$ cat config.mk
export PLATFORM = sky130hd
export DESIGN_NAME = imem_loader
export DESIGN_NICKNAME = d
export VERILOG_FILES = /design/src/rtl/imem_loader.sv
export SDC_FILE = /design/constraint.sdc
export NUM_CORES = 1
export LEC_CHECK = 0
export CORE_ASPECT_RATIO = 0.75
export CORE_MARGIN = 5
export CORE_UTILIZATION = 55
export CTS_CLUSTER_SIZE = 12
export DETAILED_ROUTE_END_ITERATION = 7
export PLACE_DENSITY = 0.8
export SLEW_MARGIN = 5
export SYNTH_ARGS = -nofsm -noshare
export SYNTH_HDL_FRONTEND = slang
export SYNTH_SLANG_ARGS = --single-unit
$ cat constraint.sdc
create_clock -name clk -period 3.93 [get_ports clk]
set_clock_uncertainty 0.05 [all_clocks]
set_input_delay 0.786 -clock clk [delete_from_list [all_inputs] [get_ports clk]]
set_output_delay 0.786 -clock clk [all_outputs]
set_load 0.1 [all_outputs]
$ cat src/rtl/imem_loader.sv
// Boot loader: streams a 16-bit word count plus big-endian 32-bit words into instruction memory,
// then releases the core. Optional trailing XOR checksum byte under macro LOADER_CHECKSUM_EN.
module imem_loader #(
    parameter int ADDR_W = 10
) (
    input  logic              clk,
    input  logic              rst,
    input  logic              in_valid,
    input  logic [7:0]        in_data,
    output logic              in_ready,
    output logic              im_we,
    output logic [ADDR_W-1:0] im_addr,
    output logic [31:0]       im_wdata,
    output logic              cpu_run,
    output logic              done,
    output logic              err,
    output logic [2:0]        dbg_state_o
);

    typedef enum logic [2:0] {
        HDR_HI = 3'd0,
        HDR_LO = 3'd1,
        DATA   = 3'd2,
        CHK    = 3'd3,
        DONE   = 3'd4,
        ERR    = 3'd5
    } state_t;

    localparam logic [16:0] CAP = 17'(1) << ADDR_W;

    state_t            state_q;
    logic [7:0]        cnt_hi_q;
    logic [15:0]       count_q;
    logic [1:0]        byte_cnt_q;
    logic [23:0]       part_q;
    logic [ADDR_W-1:0] idx_q;
    logic              in_ready_q;
    logic              im_we_q;
    logic [ADDR_W-1:0] im_addr_q;
    logic [31:0]       im_wdata_q;
    logic              cpu_run_q;
    logic              done_q;
    logic              err_q;
`ifdef LOADER_CHECKSUM_EN
    logic [7:0]        chk_q;
`endif

    // Handshake: a byte moves on a rising edge only when in_valid and in_ready are both 1;
    // in_data is don't-care otherwise, and the sender holds the byte until it is taken.
    logic        take_d;
    logic [15:0] hdr_count_d;
    logic [31:0] word_d;
    logic        last_word_d;

    assign take_d      = in_valid && in_ready_q;
    assign hdr_count_d = {cnt_hi_q, in_data};
    assign word_d      = {part_q, in_data};
    assign last_word_d = (16'(idx_q) == (count_q - 16'd1));

    always_ff @(posedge clk or negedge rst) begin
        if (!rst) begin
            state_q    <= HDR_HI;
            cnt_hi_q   <= '0;
            count_q    <= '0;
            byte_cnt_q <= '0;
            part_q     <= '0;
            idx_q      <= '0;
            in_ready_q <= 1'b0;
            im_we_q    <= 1'b0;
            im_addr_q  <= '0;
            im_wdata_q <= '0;
            cpu_run_q  <= 1'b0;
            done_q     <= 1'b0;
            err_q      <= 1'b0;
`ifdef LOADER_CHECKSUM_EN
            chk_q      <= '0;
`endif
        end else begin
            im_we_q    <= 1'b0;
            in_ready_q <= (state_q != DONE) && (state_q != ERR);
            if (take_d) begin
                case (state_q)
                    HDR_HI: begin
                        cnt_hi_q <= in_data;
                        state_q  <= HDR_LO;
                    end
                    HDR_LO: begin
                        count_q <= hdr_count_d;
                        if ({1'b0, hdr_count_d} > CAP) begin
                            state_q    <= ERR;
                            err_q      <= 1'b1;
                            in_ready_q <= 1'b0;
                        end else if (hdr_count_d == 16'd0) begin
`ifdef LOADER_CHECKSUM_EN
                            state_q    <= CHK;
`else
                            state_q    <= DONE;
                            done_q     <= 1'b1;
                            cpu_run_q  <= 1'b1;
                            in_ready_q <= 1'b0;
`endif
                        end else begin
                            state_q <= DATA;
                        end
                    end
                    DATA: begin
                        byte_cnt_q <= byte_cnt_q + 2'd1;
                        part_q     <= word_d[23:0];
`ifdef LOADER_CHECKSUM_EN
                        chk_q      <= chk_q ^ in_data;
`endif
                        if (byte_cnt_q == 2'd3) begin
                            im_we_q    <= 1'b1;
                            im_wdata_q <= word_d;
                            im_addr_q  <= idx_q;
                            // Index is not advanced past the last word, so it never wraps.
                            if (last_word_d) begin
`ifdef LOADER_CHECKSUM_EN
                                state_q    <= CHK;
`else
                                state_q    <= DONE;
                                done_q     <= 1'b1;
                                cpu_run_q  <= 1'b1;
                                in_ready_q <= 1'b0;
`endif
                            end else begin
                                idx_q <= idx_q + {{(ADDR_W-1){1'b0}}, 1'b1};
                            end
                        end
                    end
`ifdef LOADER_CHECKSUM_EN
                    CHK: begin
                        in_ready_q <= 1'b0;
                        if (in_data == chk_q) begin
                            state_q   <= DONE;
                            done_q    <= 1'b1;
                            cpu_run_q <= 1'b1;
                        end else begin
                            state_q <= ERR;
                            err_q   <= 1'b1;
                        end
                    end
`endif
                    default: ;
                endcase
            end
        end
    end

    assign in_ready    = in_ready_q;
    assign im_we       = im_we_q;
    assign im_addr     = im_addr_q;
    assign im_wdata    = im_wdata_q;
    assign cpu_run     = cpu_run_q;
    assign done        = done_q;
    assign err         = err_q;
    assign dbg_state_o = state_q;

endmodule
==> results.md <==
- RSZ-0062 raised after global routing: no
- Minimum clock period after layout: 3.23 ns
- Worst-path fanout max: 7
- Multiplexer share of the synthesized area: 0.209
- Worst setup startpoint: count_q[0]
- Sequential-to-total area share from yosys stat: 0.583
- Min setup slack post-route: 0.698 ns
- IO buf count: 60
- Most common cell in the netlist: dfrtp_1
- Number of fill cells in the layout: 592
- Asr flop ratio synth: 1.00
- Adder-cell area share of the yosys netlist: 0.00802
- First-pass GRT wire length: 16000 µm
- Area delta synth->final: 21.3%
- Main synth FF type: dfrtp_1
- Grt ovf: 0
- FP Rows: 29
- Data arrival, critical path: 3.41 ns
- Final wirelength: 9660 µm
- Diodes inserted: 0
- Worst path required time: 4.11 ns
- Total clock sinks: 109
- Peak Freq: 0.309 GHz
- CTS Root Cell: clkbuf_16
- Core area: 8380 µm²
- Vias per cell: 5.83
- Post-synthesis cell count: 351
- Yosys top cell by area: dfrtp_1
- Pre-Repair DR Iteration Count: 4
- Die area: 10500 µm²
- Nature of the critical path startpoint: register
- Max Cap Viol: 0
- Clock Path Buffers: 2
- Worst slew pin tran: 0.991 ns
- Post-Synthesis Net Count: 365
- Combinational family with the most area after synthesis: multiplexers
- Worst R2R Start: count_q[0]
- Yosys Warn Count: 0
- Final instance area: 5680 µm²
- Placed cell areas: 5400 µm²
- Post-CTS Resized: 0
- Synth unique cells: 45
- Power per standard cell area: 573 nW/µm²
- CP endpoint kind: register
- Number of buffers created by CTS: 9
- Final Cycle Share: 0.822
- Syn Area/Cell: 13.3 µm²
- Vias in the first global route: 3026
- Die X: 117 µm
- Leakage: 2.63 nW
- Boundary Pins: 61
- Hold-fix buffers, CTS: 0
- Status: finished, final reports clean
- DR WL/cell: 18.5 µm
- Ranking of synthesized cells by area: dfrtp_1 (58%), mux2_2 (21%), xor2_1 (2.6%)
- CTS tree: built
- Fin. max-slew vios: 0
- Share of layout cells above drive strength 1: 0.271
- Synth Register Bits: 109
- Initial Utilization: 0.558
- Largest net degree at the start of global routing: 57
- Final hold violation count: 0
- Tot GR Track Use: 0.194
- Xor-xnor portion of the synthesized cell area: 0.0412
- Initial antenna violation count: 0
- ANT nets after route: 0
- H-tree levels: 3
- CP Class: reg -> reg
- DP HPWL: 6520 µm
- Clk pin slew, worst setup/hold paths: 0.07 ns
- Complex-gate fraction of the synthesized area: 0.0446
- Die Span Y: 89.9 µm
- Nets: 424
- Post-route DRC: 0
- EDFF count, synth: 0
- Fin Setup TNS: 0 ns
- Tightest Hold Check Type: in -> async
- Final setup vio count: 0
- Rel. slew slack: 0.337
- VDD IR-drop max: 0.506 mV
- Post-CTS setup buffer count: 0
- Synth cell count leaders: dfrtp_1 (109), mux2_2 (86), xor2_1 (14)
- Netlist area before placement: 4680 µm²
- Final GP Congestion: 0.923
- Latest clock arrival within the worst-skew pair: 0.34 ns
- Starting DRT DRC Count: 325
- Via count: 3040
- Top cell type's share of synthesized area: 0.583
- Pre-CTS setup slack: 0.752 ns
- Simple-Gate Fraction of Synth Area: 0.0936
## critical path, cell delays in order, from the launching register on
cell and delay [ns]:
dfrtp_1 0.43, inv_1 0.10, ha_1 0.30, or3b_1 0.44
or4_1 0.41, a2111oi_0 0.48, a311oi_1 0.12, a2111oi_2 0.26
nand2b_1 0.21, mux2_1 0.34
## metrics by stage
step / total power [mW] / util / hold WS, ns / cells
6_report: 3.25 / 0.677 / 0.442 / 521
2_1_floorplan: 2.14 / - / 0.398 / 351
3_5_place_dp: 2.38 / 0.644 / 0.434 / 507
4_1_cts: 3.27 / 0.677 / 0.450 / 521
5_1_grt: 3.42 / 0.677 / 0.465 / 521
3_3_place_gp: 2.34 / 0.644 / 0.414 / 507
## flip-flops by register name, summed over array words and instances, names as in the netlist
| signal | cells |
|---|---|
| byte_cnt_q | 2 |
| idx_q | 10 |
| count_q | 16 |
| err | 1 |
| dbg_state_o | 3 |
| cnt_hi_q | 8 |
| done | 1 |
| im_we | 1 |
| im_addr | 10 |
| in_ready | 1 |
| part_q | 24 |
| im_wdata | 32 |
## report_power, final
part	total (mW)	switching, mW	internal, mW
clock network	0.872	0.385	0.487
logic	0.813	0.471	0.343
registers	1.57	0.240	1.33
total	3.25	1.10	2.16
## kinds of logic (layout without fill, tap and decap cells)
family	count (synthesis)	count (layout)
DFF	109	109
muxes	87	87
and+or+nand+nor	77	77
AOI/OAI and AO/OA	30	30
buffers and inverters	23	85
xor gates and xnor gates	22	22
adders and majority gates	3	3
## routing by layer
metal  up-vias  track usage  routed length (µm)
li1       1383            -                   -
met1      1577        0.291                4480
met2        74        0.283                4600
met3         6       0.0550                 514
met4         0       0.0415                  72
met5         -            0                   0
## placed cells by master (no fill, tap or decap), types with 3 or more instances in the layout
| master | count |
|---|---|
| a21oi_1 | 5 |
| buf_4 | 5 |
| clkbuf_16 | 9 |
| clkdlybuf4s50_1 | 59 |
| dfrtp_1 | 109 |
| ha_1 | 3 |
| inv_1 | 6 |
| mux2_2 | 86 |
| nand2_1 | 11 |
| nand2b_1 | 4 |
| nand3_1 | 7 |
| nand4_1 | 3 |
| nor2_1 | 11 |
| nor3_1 | 7 |
| nor4_1 | 12 |
| o21ai_0 | 7 |
| or4_1 | 6 |
| xnor2_1 | 8 |
| xor2_1 | 14 |
## path summary, 6_finish.rpt
check / end / slack [ns] / depth (start not counted)
max: idx_q[1] / 0.70 / 9
min reg2reg: im_addr[9] / 0.44 / 2
min: idx_q[6] / 0.44 / 1
max reg2reg: idx_q[1] / 0.70 / 9
min in group clk: im_addr[9] / 0.44 / 2
max in group asynchronous: im_wdata[28] / 2.67 / 2
## area by class of cell
| class | count | area, µm² | area share |
|---|---|---|---|
| Clock buffer | 10 | 229 | 0.0403 |
| Tap cell | 108 | 135 | 0.0238 |
| Multi-Input combinational cell | 219 | 1860 | 0.328 |
| Inverter | 6 | 22.5 | 0.00397 |
| Timing Repair Buffer | 65 | 648 | 0.114 |
| Clock inverter | 4 | 51.3 | 0.00903 |
| Sequential cell | 109 | 2730 | 0.480 |
(Power assumes the default switching activity.)
